==> src/rtl/trace_pkg.sv <==
`default_nettype none
// ============================================================================
//  Module      : trace_pkg
//  Description : Shared types and encodings for the retirement trace source:
//                record kinds, flag-bit indices, snapshot layout, FSM states.
//  Revision    : 1.0 - initial release
// ============================================================================
package trace_pkg;

    // Record kind encodings presented on out_kind
    localparam logic [1:0] KIND_REG   = 2'd0;
    localparam logic [1:0] KIND_LOAD  = 2'd1;
    localparam logic [1:0] KIND_STORE = 2'd2;
    localparam logic [1:0] KIND_HALT  = 2'd3;

    // Bit positions inside the snapshot flag mask; lower index is emitted first
    localparam int FLAG_REG   = 0;
    localparam int FLAG_LOAD  = 1;
    localparam int FLAG_STORE = 2;
    localparam int FLAG_HALT  = 3;

    // Snapshot payload without the cycle stamp (stamp width is a top parameter)
    typedef struct packed {
        logic [3:0]  flags;
        logic [3:0]  regSel;
        logic [15:0] regData;
        logic [15:0] addr;
        logic [15:0] wdata;
        logic [15:0] rdata;
        logic [15:0] instCount;
    } snapFields_t;

    localparam int SNAP_BASE_W = 4 + 4 + 16 * 5;

    // Full snapshot width once the cycle stamp is appended
    function automatic int snapWidth(input int cw);
        return SNAP_BASE_W + cw;
    endfunction

    // Isolate the lowest set flag as a one-hot mask
    function automatic logic [3:0] lowestFlag(input logic [3:0] f);
        return f & (~f + 4'd1);
    endfunction

    typedef enum logic [1:0] {
        ST_IDLE = 2'd0,
        ST_EMIT = 2'd1,
        ST_DONE = 2'd2
    } emitState_t;

endpackage
`default_nettype wire

==> src/rtl/trace_fifo.sv <==
`default_nettype none
// ============================================================================
//  Module      : trace_fifo
//  Description : Synchronous snapshot FIFO. A push while full is accepted only
//                together with a pop; overwrite replaces the newest entry when
//                full so a terminal snapshot always survives.
//  Revision    : 1.0 - initial release
// ============================================================================
module trace_fifo #(
    parameter int DEPTH = 8,
    parameter int WIDTH = 8
) (
    input  logic             clk,
    input  logic             rst_n,
    input  logic             push,
    input  logic             overwrite,
    input  logic [WIDTH-1:0] pushData,
    input  logic             pop,
    output logic [WIDTH-1:0] popData,
    output logic             full,
    output logic             empty
);
    localparam int AW = $clog2(DEPTH);

    logic [WIDTH-1:0] mem [DEPTH];
    logic [AW:0]      wrPtr;
    logic [AW:0]      rdPtr;
    logic [AW-1:0]    newestIdx;
    logic             doPop;
    logic             doPush;
    logic             doOver;

    assign empty     = (wrPtr == rdPtr);
    assign full      = (wrPtr[AW] != rdPtr[AW]) && (wrPtr[AW-1:0] == rdPtr[AW-1:0]);
    assign doPop     = pop && !empty;
    assign doPush    = push && (!full || doPop);
    assign doOver    = overwrite && full && !doPop;
    assign newestIdx = wrPtr[AW-1:0] - AW'(1);
    assign popData   = mem[rdPtr[AW-1:0]];

    // Storage array: normal write at the tail, or in-place overwrite of the newest
    always_ff @(posedge clk) begin
        if (doPush) begin
            mem[wrPtr[AW-1:0]] <= pushData;
        end else if (doOver) begin
            mem[newestIdx] <= pushData;
        end
    end

    // Read/write pointers with a wrap bit to tell full from empty
    always_ff @(posedge clk or negedge rst_n) begin
        if (!rst_n) begin
            wrPtr <= '0;
            rdPtr <= '0;
        end else begin
            if (doPush) wrPtr <= wrPtr + 1'b1;
            if (doPop)  rdPtr <= rdPtr + 1'b1;
        end
    end

endmodule
`default_nettype wire

==> src/rtl/trace_emitter.sv <==
`default_nettype none
// ============================================================================
//  Module      : trace_emitter
//  Description : Retirement trace source. Captures WB register writes and MEM
//                accesses per cycle with a cycle stamp, buffers them, and
//                serializes each snapshot into REG/LOAD/STORE/HALT records.
//  Revision    : 1.0 - initial release
// ============================================================================
module trace_emitter
    import trace_pkg::*;
#(
    parameter int DEPTH = 8,
    parameter int CW    = 16
) (
    input  logic          clk,
    input  logic          rst_n,
    input  logic          wb_reg_write,
    input  logic [3:0]    wb_reg_sel,
    input  logic [15:0]   wb_reg_data,
    input  logic          mem_read,
    input  logic          mem_write,
    input  logic [15:0]   mem_addr,
    input  logic [15:0]   mem_wdata,
    input  logic [15:0]   mem_rdata,
    input  logic          halt,
    output logic          out_valid,
    input  logic          out_ready,
    output logic [1:0]    out_kind,
    output logic [15:0]   out_tag,
    output logic [15:0]   out_value,
    output logic [CW-1:0] out_cycle,
    output logic          overflow,
    output logic          done
);
    localparam int SNAP_W = snapWidth(CW);

    logic [CW-1:0]     cycleCnt;
    logic [15:0]       instCount;
    logic [15:0]       instCountNext;
    logic              halted;
    logic              capture;
    logic              countInst;
    snapFields_t       capFields;
    logic [SNAP_W-1:0] headData;
    snapFields_t       headFields;
    logic [CW-1:0]     headCycle;
    logic              fifoFull;
    logic              fifoEmpty;
    logic              fifoPop;

    emitState_t        state;
    snapFields_t       curFields;
    logic [CW-1:0]     curCycle;
    logic [3:0]        curBit;
    logic [3:0]        remaining;
    logic              handshake;

    snapFields_t       nxtFields;
    logic [CW-1:0]     nxtCycle;
    logic [3:0]        nxtBit;
    logic [1:0]        nxtKind;
    logic [15:0]       nxtTag;
    logic [15:0]       nxtValue;

    assign capture       = (wb_reg_write | mem_read | mem_write | halt) && !halted;
    assign countInst     = (halt | wb_reg_write | mem_write) && !halted;
    assign instCountNext = instCount + (countInst ? 16'd1 : 16'd0);

    // Snapshot of this cycle's retirement activity
    always_comb begin
        capFields                  = '0;
        capFields.flags[FLAG_REG]   = wb_reg_write;
        capFields.flags[FLAG_LOAD]  = mem_read;
        capFields.flags[FLAG_STORE] = mem_write;
        capFields.flags[FLAG_HALT]  = halt;
        capFields.regSel           = wb_reg_sel;
        capFields.regData          = wb_reg_data;
        capFields.addr             = mem_addr;
        capFields.wdata            = mem_wdata;
        capFields.rdata            = mem_rdata;
        capFields.instCount        = instCountNext;
    end

    trace_fifo #(
        .DEPTH (DEPTH),
        .WIDTH (SNAP_W)
    ) u_fifo (
        .clk       (clk),
        .rst_n     (rst_n),
        .push      (capture),
        .overwrite (capture && halt),
        .pushData  ({capFields, cycleCnt}),
        .pop       (fifoPop),
        .popData   (headData),
        .full      (fifoFull),
        .empty     (fifoEmpty)
    );

    assign {headFields, headCycle} = headData;

    // Cycle stamp, retired-instruction count, halted latch and sticky overflow
    always_ff @(posedge clk or negedge rst_n) begin
        if (!rst_n) begin
            cycleCnt  <= '0;
            instCount <= '0;
            halted    <= 1'b0;
            overflow  <= 1'b0;
        end else begin
            cycleCnt  <= cycleCnt + CW'(1);
            instCount <= instCountNext;
            if (halt) halted <= 1'b1;
            if (capture && fifoFull && !fifoPop) overflow <= 1'b1;
        end
    end

    // Flag currently on the port, and what is left after it is accepted
    assign curBit    = lowestFlag(curFields.flags);
    assign remaining = curFields.flags & ~curBit;
    assign handshake = (state == ST_EMIT) && out_valid && out_ready;
    assign fifoPop   = ((state == ST_IDLE) ||
                        (handshake && !curBit[FLAG_HALT] && remaining == 4'd0)) && !fifoEmpty;

    // Next record to present: either a freshly popped head or the next flag of the current entry
    always_comb begin
        nxtFields       = fifoPop ? headFields : curFields;
        nxtCycle        = fifoPop ? headCycle  : curCycle;
        nxtFields.flags = fifoPop ? headFields.flags : remaining;
        nxtBit          = lowestFlag(nxtFields.flags);
        nxtKind         = KIND_REG;
        nxtTag          = {12'b0, nxtFields.regSel};
        nxtValue        = nxtFields.regData;
        if (nxtBit[FLAG_LOAD]) begin
            nxtKind  = KIND_LOAD;
            nxtTag   = nxtFields.addr;
            nxtValue = nxtFields.rdata;
        end else if (nxtBit[FLAG_STORE]) begin
            nxtKind  = KIND_STORE;
            nxtTag   = nxtFields.addr;
            nxtValue = nxtFields.wdata;
        end else if (nxtBit[FLAG_HALT]) begin
            nxtKind  = KIND_HALT;
            nxtTag   = nxtFields.instCount;
            nxtValue = 16'd0;
        end
    end

    // Serializer FSM with registered record outputs
    always_ff @(posedge clk or negedge rst_n) begin
        if (!rst_n) begin
            state     <= ST_IDLE;
            curFields <= '0;
            curCycle  <= '0;
            out_valid <= 1'b0;
            out_kind  <= '0;
            out_tag   <= '0;
            out_value <= '0;
            out_cycle <= '0;
            done      <= 1'b0;
        end else begin
            case (state)
                ST_IDLE, ST_EMIT: begin
                    if (fifoPop || (handshake && !curBit[FLAG_HALT] && remaining != 4'd0)) begin
                        state     <= ST_EMIT;
                        out_valid <= 1'b1;
                        curFields <= nxtFields;
                        curCycle  <= nxtCycle;
                        out_kind  <= nxtKind;
                        out_tag   <= nxtTag;
                        out_value <= nxtValue;
                        out_cycle <= nxtCycle;
                    end else if (handshake && curBit[FLAG_HALT]) begin
                        state     <= ST_DONE;
                        out_valid <= 1'b0;
                        done      <= 1'b1;
                    end else if (handshake) begin
                        state           <= ST_IDLE;
                        out_valid       <= 1'b0;
                        curFields.flags <= 4'd0;
                    end
                end
                ST_DONE: begin
                    out_valid <= 1'b0;
                    done      <= 1'b1;
                end
                default: state <= ST_IDLE;
            endcase
        end
    end

endmodule
`default_nettype wire

==> config.mk <==
export PLATFORM = sky130hd
export DESIGN_NAME = trace_emitter
export DESIGN_NICKNAME = d
export VERILOG_FILES = /design/src/rtl/trace_pkg.sv /design/src/rtl/trace_fifo.sv /design/src/rtl/trace_emitter.sv
export SDC_FILE = /design/constraint.sdc
export NUM_CORES = 1
export LEC_CHECK = 0
export BUFFER_PORTS_ARGS = -buffer_cell sky130_fd_sc_hd__buf_2
export CAP_MARGIN = 20
export CORE_ASPECT_RATIO = 2
export CORE_UTILIZATION = 55
export CTS_CLUSTER_SIZE = 20
export DETAILED_ROUTE_END_ITERATION = 8
export GPL_TIMING_DRIVEN = 0
export PLACE_DENSITY_LB_ADDON = 0.3
export SLEW_MARGIN = 10
export SYNTH_ARGS = -nofsm -noshare
export SYNTH_HDL_FRONTEND = slang
export SYNTH_HIERARCHICAL = 1
export SYNTH_SLANG_ARGS = --single-unit
==> constraint.sdc <==
create_clock -name clk -period 15.3 [get_ports clk]
set_input_delay 3.06 -clock clk [delete_from_list [all_inputs] [get_ports clk]]
set_output_delay 3.06 -clock clk [all_outputs]
set_load 0.01 [all_outputs]
# --- Word level (Yosys, flattened, before mapping) ---
# Memories as Yosys holds them, arrays and structs flattened.
# Cells that the tools add are included.
op_classes:
  reduce_logical: 39
  add_sub_neg: 7
  mux: 34
  eq_ne: 9
  bitwise: 12
ops:
  columns: ["cell", "count"]
  rows:
  - ["$mux W104", 1]
  - ["$reduce_or A104 Y1", 1]
  - ["$mux W16", 6]
  - ["$mux W84", 1]
  - ["$logic_and A1 B1 Y1", 17]
  - ["$add A16 B1 Y16", 1]
  - ["$add A16 B1 Y16 const B", 1]
  - ["$add A4 B1 Y4 const B", 4]
  - ["$mux W4", 4]
  - ["$and A4 B4 Y4", 3]
  - ["$mux W1", 12]
  - ["$mux W2", 6]
  - ["$not A4 Y4", 3]
  - ["$reduce_and A3 Y1", 3]
  - ["$logic_not A1 Y1", 6]
  - ["$ne A2 B2 Y1 const B", 3]
  - ["$reduce_and A2 Y1", 3]
  - ["$or A1 B1 Y1", 5]
  - ["$eq A4 B4 Y1", 1]
  - ["$logic_not A4 Y1", 1]
  - ["$ne A4 B4 Y1 const B", 1]
  - ["$pmux W1 S2", 2]
  - ["$pmux W2 S2", 1]
  - ["$reduce_bool A2 Y1", 2]
  - ["other kinds (11)", 13]
totals:
  out_inout_bits: 53
  regBits: 184
  mem_count: 1
  ramBits: 832
  inputBits: 75
memory_table:
  columns: ["name", "words", "width", "read_ports", "rd_clocked_by_memory_dff", "wr", "line_no", "source"]
  rows:
  - ["u_fifo.mem", 8, 104, 1, 0, 1, "trace_fifo.sv:25", "logic [WIDTH-1:0] mem [DEPTH];"]

# --- Depth between registers and ports, before layout ---
depth:
  depth_word: 17
  mapped_depth: 13
  mapped_depth_nobuf: 8

# --- Modules after synthesis ---
# Netlist, hierarchy kept.
by_module_without_submodules:
  columns: ["mod", "area_per_inst_um2", "instances", "cells_each", "seq_area_each_um2"]
  rows:
  - ["trace_fifo", 31809.3, 1, 1282, 25184.2]
  - ["trace_emitter", 7658.6, 1, 610, 4404.2]

# --- Least setup slack after synthesis ---
# No wires, ideal clock.
synth_timing:
  kind: "in2reg"
  start: "in out_ready"
  end: "mem u_fifo/mem[2][0] (netlist bit), enable pin"
  path_stages: 9
  n_path_buf: 4
  t_required_ns: 14.677
  slack_ns: 4.357
  setup_time_ns: 0.623
  t_arrival_ns: 10.320
  cell_sequence: "nand4b_1 o31ai_4 buf_6 buf_4 buf_4 nor2b_1 clkbuf_1 a211o_1 a32oi_1"
synth_between:
  elab_chain_cells: 13
synth_lines:
  columns: ["item", "line_no", "source"]
  rows:
  - ["from (decl)", "trace_emitter.sv:27", "input logic out_ready,"]
  - ["$logic_and A1 B1 Y1 (*)", "trace_emitter.sv:119", "assign handshake = (state == ST_EMIT) && out_valid && out_ready;"]
  - ["$logic_and A1 B1 Y1 (*) (2 in a row)", "trace_emitter.sv:121", "(handshake && !curBit[FLAG_HALT] && remaining == 4'd0)) && !fifoEmpty;"]
  - ["$logic_or A1 B1 Y1 (*)", "trace_emitter.sv:120", "assign fifoPop = ((state == ST_IDLE) ||"]
  - ["$logic_and A1 B1 Y1 (*)", "trace_emitter.sv:121", null]
  - ["named net fifoPop", "trace_emitter.sv:49", "logic fifoPop;"]
  - ["$logic_and A1 B1 Y1 (*)", "trace_fifo.sv:35", "assign doPop = pop && !empty;"]
  - ["$logic_not A1 Y1", "trace_fifo.sv:37", "assign doOver = overwrite && full && !doPop;"]
  - ["$logic_and A1 B1 Y1", "trace_fifo.sv:37", null]
  - ["$mux W1", "trace_fifo.sv:45", "end else if (doOver) begin"]
  - ["$mux W1", "trace_fifo.sv:43", "if (doPush) begin"]
  - ["$mux W1 (implied by the code)", "trace_fifo.sv:46", "mem[newestIdx] <= pushData;"]
  - ["$reduce_or A104 Y1 (no line)", null, null]
  - ["$mux W3 (no line) or $mux W1 (tied branches)", null, null]
  - ["to (decl)", "trace_fifo.sv:25", null]
# Mark *: on every way through the listed nets, which the timed path passes. The rest lies on a longest branch.

# --- Worst setup path after layout ---
layout_timing:
  start: "in out_ready"
  end: "mem u_fifo/mem[7][36] (netlist bit), enable pin"
# The elaborated chain is that of the path after synthesis.

==> flow_summary.json <==
{
  "status": "finished, final reports clean",
  "synthDistinctLibCells": 64,
  "cp-end-kind": "register",
  "path_delay_family": "compound AO/OA/AOI/OAI gates",
  "ant_nets": 0,
  "hold_viol_final": 0,
  "dp_hpwl_mm": 63.0,
  "dieArea_mm2": 0.0729,
  "antenna_found_initial": 12,
  "crit_path_top_delay_cell": "a32oi_4",
  "min_from": "curFields[6]$_DFFE_PN0P_",
  "grt_overflow": 0,
  "synth_area_per_cell_um2": 20.9,
  "drc_errors": 0,
  "rr_worst_depth": 16,
  "report.final.slew_viol_count": 0,
  "yosysSeqAreaShare": 0.750,
  "peakVddDrop_uv": 135,
  "gp_congestion": 0.868,
  "pin_count": 128,
  "die-height_um": 381,
  "holdBufCountCts": 0,
  "grt_pass1_vias": 20700,
  "cts_buffer_depth": 3,
  "rrSetupSlack_ps": 9740,
  "clock-sinks": 1016,
  "dr.first_iter.drc_count": 1919,
  "met1_length_mm": 32.9,
  "pwr-share-seq": 0.395,
  "design_area_mm2": 0.0458,
  "async_reset_ff_frac": 0.181,
  "synth.largest_area_cell": "edfxtp_1",
  "synth.top_cells.by_area": "edfxtp_1 (63%), mux4_2 (12%), dfrtp_1 (12%), mux2_2 (5.3%), mux2_4 (0.61%)",
  "syn-instance-count": 1892,
  "arrival_ps": 7070,
  "drive_gt1_frac": 0.355,
  "cts-htree-levels": 3,
  "cap_violations": 0,
  "syn_nets": 1973,
  "yosysWarnings": 6,
  "max_slew_margin": 0.249,
  "synth-seq-cells": 1016,
  "clkLatencyLatePin_ps": 670,
  "syn_to_final_growth_pct": 16.1,
  "fillers": 4600,
  "critPathRequiredTime_ps": 15650,
  "top_layer": "met5",
  "grt_pass1_wl_mm": 136,
  "tightest_slew_ps": 1130,
  "fin_crit_sh": 0.439,
  "core_mm2": 0.0708,
  "cp-start-kind": "primary input",
  "post_cts_buffers": 0,
  "routed-wl-met3_mm": 5.53,
  "path_class": "in2reg",
  "worst-path-stages": 12,
  "synth_edf_count": 832,
  "stdcell_count": 3149,
  "grt_max_degree": 78,
  "rows": 138,
  "reg2reg_from": "u_fifo/wrPtr[1]$_DFFE_PN0P_",
  "syn-cell-area_mm2": 0.0395,
  "r2r_end": "u_fifo/mem[0][57]$_DFFE_PP_",
  "numPortBuffers": 127,
  "p_leak_uw": 0.0157,
  "crit_end": "u_fifo/mem[7][36]$_DFFE_PP_",
  "whs_path_depth": 1,
  "multi_input_area_mm2": 0.00951,
  "fin_crit_ps": 6720,
  "fmax_mhz": 149,
  "slowest_delay_ps": 810,
  "swShare": 0.317,
  "root_buffer": "clkbuf_16",
  "routed_wl_mm": 91.7,
  "place_inst": 2990,
  "numCtsBuffers": 83,
  "postCtsResizedCells": 0,
  "route.vias.total": 19700,
  "path_cells": "buf_2, nand4b_1, o31ai_4, buf_6, buf_4, buf_4, nand2b_1, o211ai_1, a32oi_4, buf_8, buf_16, buf_16",
  "crit_start": "out_ready",
  "first_pass_iters": 5,
  "final.setup_skew_ps": 31.6,
  "cts_tree": "yes",
  "track_usage": 0.262,
  "internal-power_uw": 5700,
  "totalPowerFinal_uw": 8340,
  "ys.flop_type": "edfxtp_1",
  "clockPowerShare": 0.264,
  "seq_area_mm2": 0.0296,
  "clk_pin_slew_ps": 60,
  "comb_power_share": 0.341,
  "wl_per_cell_um": 29.1,
  "rsz0062_at_grt": "false",
  "p_sw_uw": 2640,
  "viasPerCell": 6.26,
  "wl_met2_mm": 49.2,
  "setup_violations": 0,
  "final_nets": 2246,
  "hp-class": "reg2reg",
  "powerDensity_mw_per_mm2": 182,
  "worst-path-buf-inv": 7,
  "die_x_um": 191,
  "initial_utilization": 0.558,
  "synth_top_area_share": 0.633,
  "dpl-instance-area_mm2": 0.0430,
  "cp_max_fo": 17
}
synth_stat cells, types with 21 or more instances:
cell / number
buf_2: 35
clkbuf_1: 38
dfrtp_1: 184
edfxtp_1: 832
mux2_2: 185
mux4_2: 208
nand2_1: 40
nand3_1: 36
nor2_1: 42
o21ai_0: 21
xnor2_1: 26
cells by family (layout without fill, tap and decap cells):
family / after synthesis / after routing / share of synthesized area
adders and majority gates: 8 / 8 / 0.00244
muxes: 420 / 420 / 0.181
DFF: 1016 / 1016 / 0.750
xor gates and xnor gates: 41 / 41 / 0.00929
AOI/OAI and AO/OA: 118 / 118 / 0.0221
buffers and inverters: 109 / 451 / 0.0132
and+or+nand+nor: 180 / 180 / 0.0228
other: 0 / 5 / 0
registers in the layout, indices dropped and copies added (netlist names):
signal / count
u_fifo/rdPtr: 4
cycleCnt: 16
curFields: 88
done: 1
out_valid: 1
u_fifo/mem: 832
out_tag: 16
out_kind: 2
out_value: 16
state: 2
overflow: 1
halted: 1
curCycle: 16
u_fifo/wrPtr: 4
instCount: 16
worst reg2reg max path: stages (launching register included):
cell	delay (ps)
dfrtp_1	370
clkbuf_1	350
xor2_1	170
nor4_1	580
or2_2	210
clkbuf_1	240
o31ai_4	160
buf_6	220
buf_4	230
buf_4	240
nor2b_1	130
clkbuf_1	330
nand3_1	390
a32oi_4	980
buf_16	250
buf_16	190
buf_16	180
power by group through the flow:
stage | clock, uW | sequential (uW) | combinational [uW]
floorplan | 0 | 3360 | 1890
global placement | 0 | 3340 | 2780
detailed placement | 0 | 3350 | 2850
CTS | 2230 | 3300 | 2860
global route | 2330 | 3320 | 3010
finish | 2200 | 3300 | 2840
routing by layer:
layer  GRT usage  vias to the layer above
li1            -                     8267
met1       0.316                    10500
met2       0.454                      690
met3      0.0547                      205
met4       0.112                       18
met5           0                        -
per-stage QoR:
stage	setup WS [ps]	hold WS [ps]	utilization	setup TNS (ps)
after CTS	8700	496	0.647	0
after floorplan	4360	450	-	0
after global placement	-2490	467	0.583	-1962860
final	8580	493	0.647	0
after global routing	8440	511	0.647	0
after detailed placement	8060	470	0.608	0
how the worst min path moves through the flow:
| stage | to |
|---|---|
| global placement | curFields[6]$_DFFE_PN0P_ |
| global route | curFields[67]$_DFFE_PN0P_ |
| finish | curFields[6]$_DFFE_PN0P_ |
| floorplan | curFields[31]$_DFFE_PN0P_ |
| detailed placement | curFields[7]$_DFFE_PN0P_ |
| CTS | curFields[74]$_DFFE_PN0P_ |
area by class of cell:
type | count | share of cell area
multi-input combinational | 767 | 0.208
buffer | 101 | 0.0107
inverter | 8 | 0.000655
clock buffer | 126 | 0.0531
antenna | 5 | 0.000273
sequential | 1016 | 0.646
clock inverter | 28 | 0.00803
timing repair buffer | 188 | 0.0493
tap | 910 | 0.0248
cells in the final DEF, fill, tap and decap left out, types with 6 or more instances in the layout:
cell and count:
ha_1 6, nor2_1 42, nand2_1 40, clkinvlp_4 6, buf_4 10, buf_16 55
nand4_1 8, mux4_2 208, edfxtp_1 832, a211oi_1 16, mux2_1 6, a221oi_1 12
xor2_1 14, nand3_1 36, nand2b_1 13, a21oi_1 6, o21ai_0 21, buf_8 6
a31oi_1 6, or3_1 6, mux2_2 185, bufinv_16 8, or2_2 6, a32oi_4 8
a22oi_1 16, mux2_4 16, nor3_1 6, xnor2_1 26, clkbuf_8 11, clkbuf_1 66
buf_1 13, inv_1 7, dfrtp_1 184, o31ai_1 6, buf_2 161, clkbuf_16 87
o211ai_1 6
Note: power is estimated with default switching activity, not from simulation.
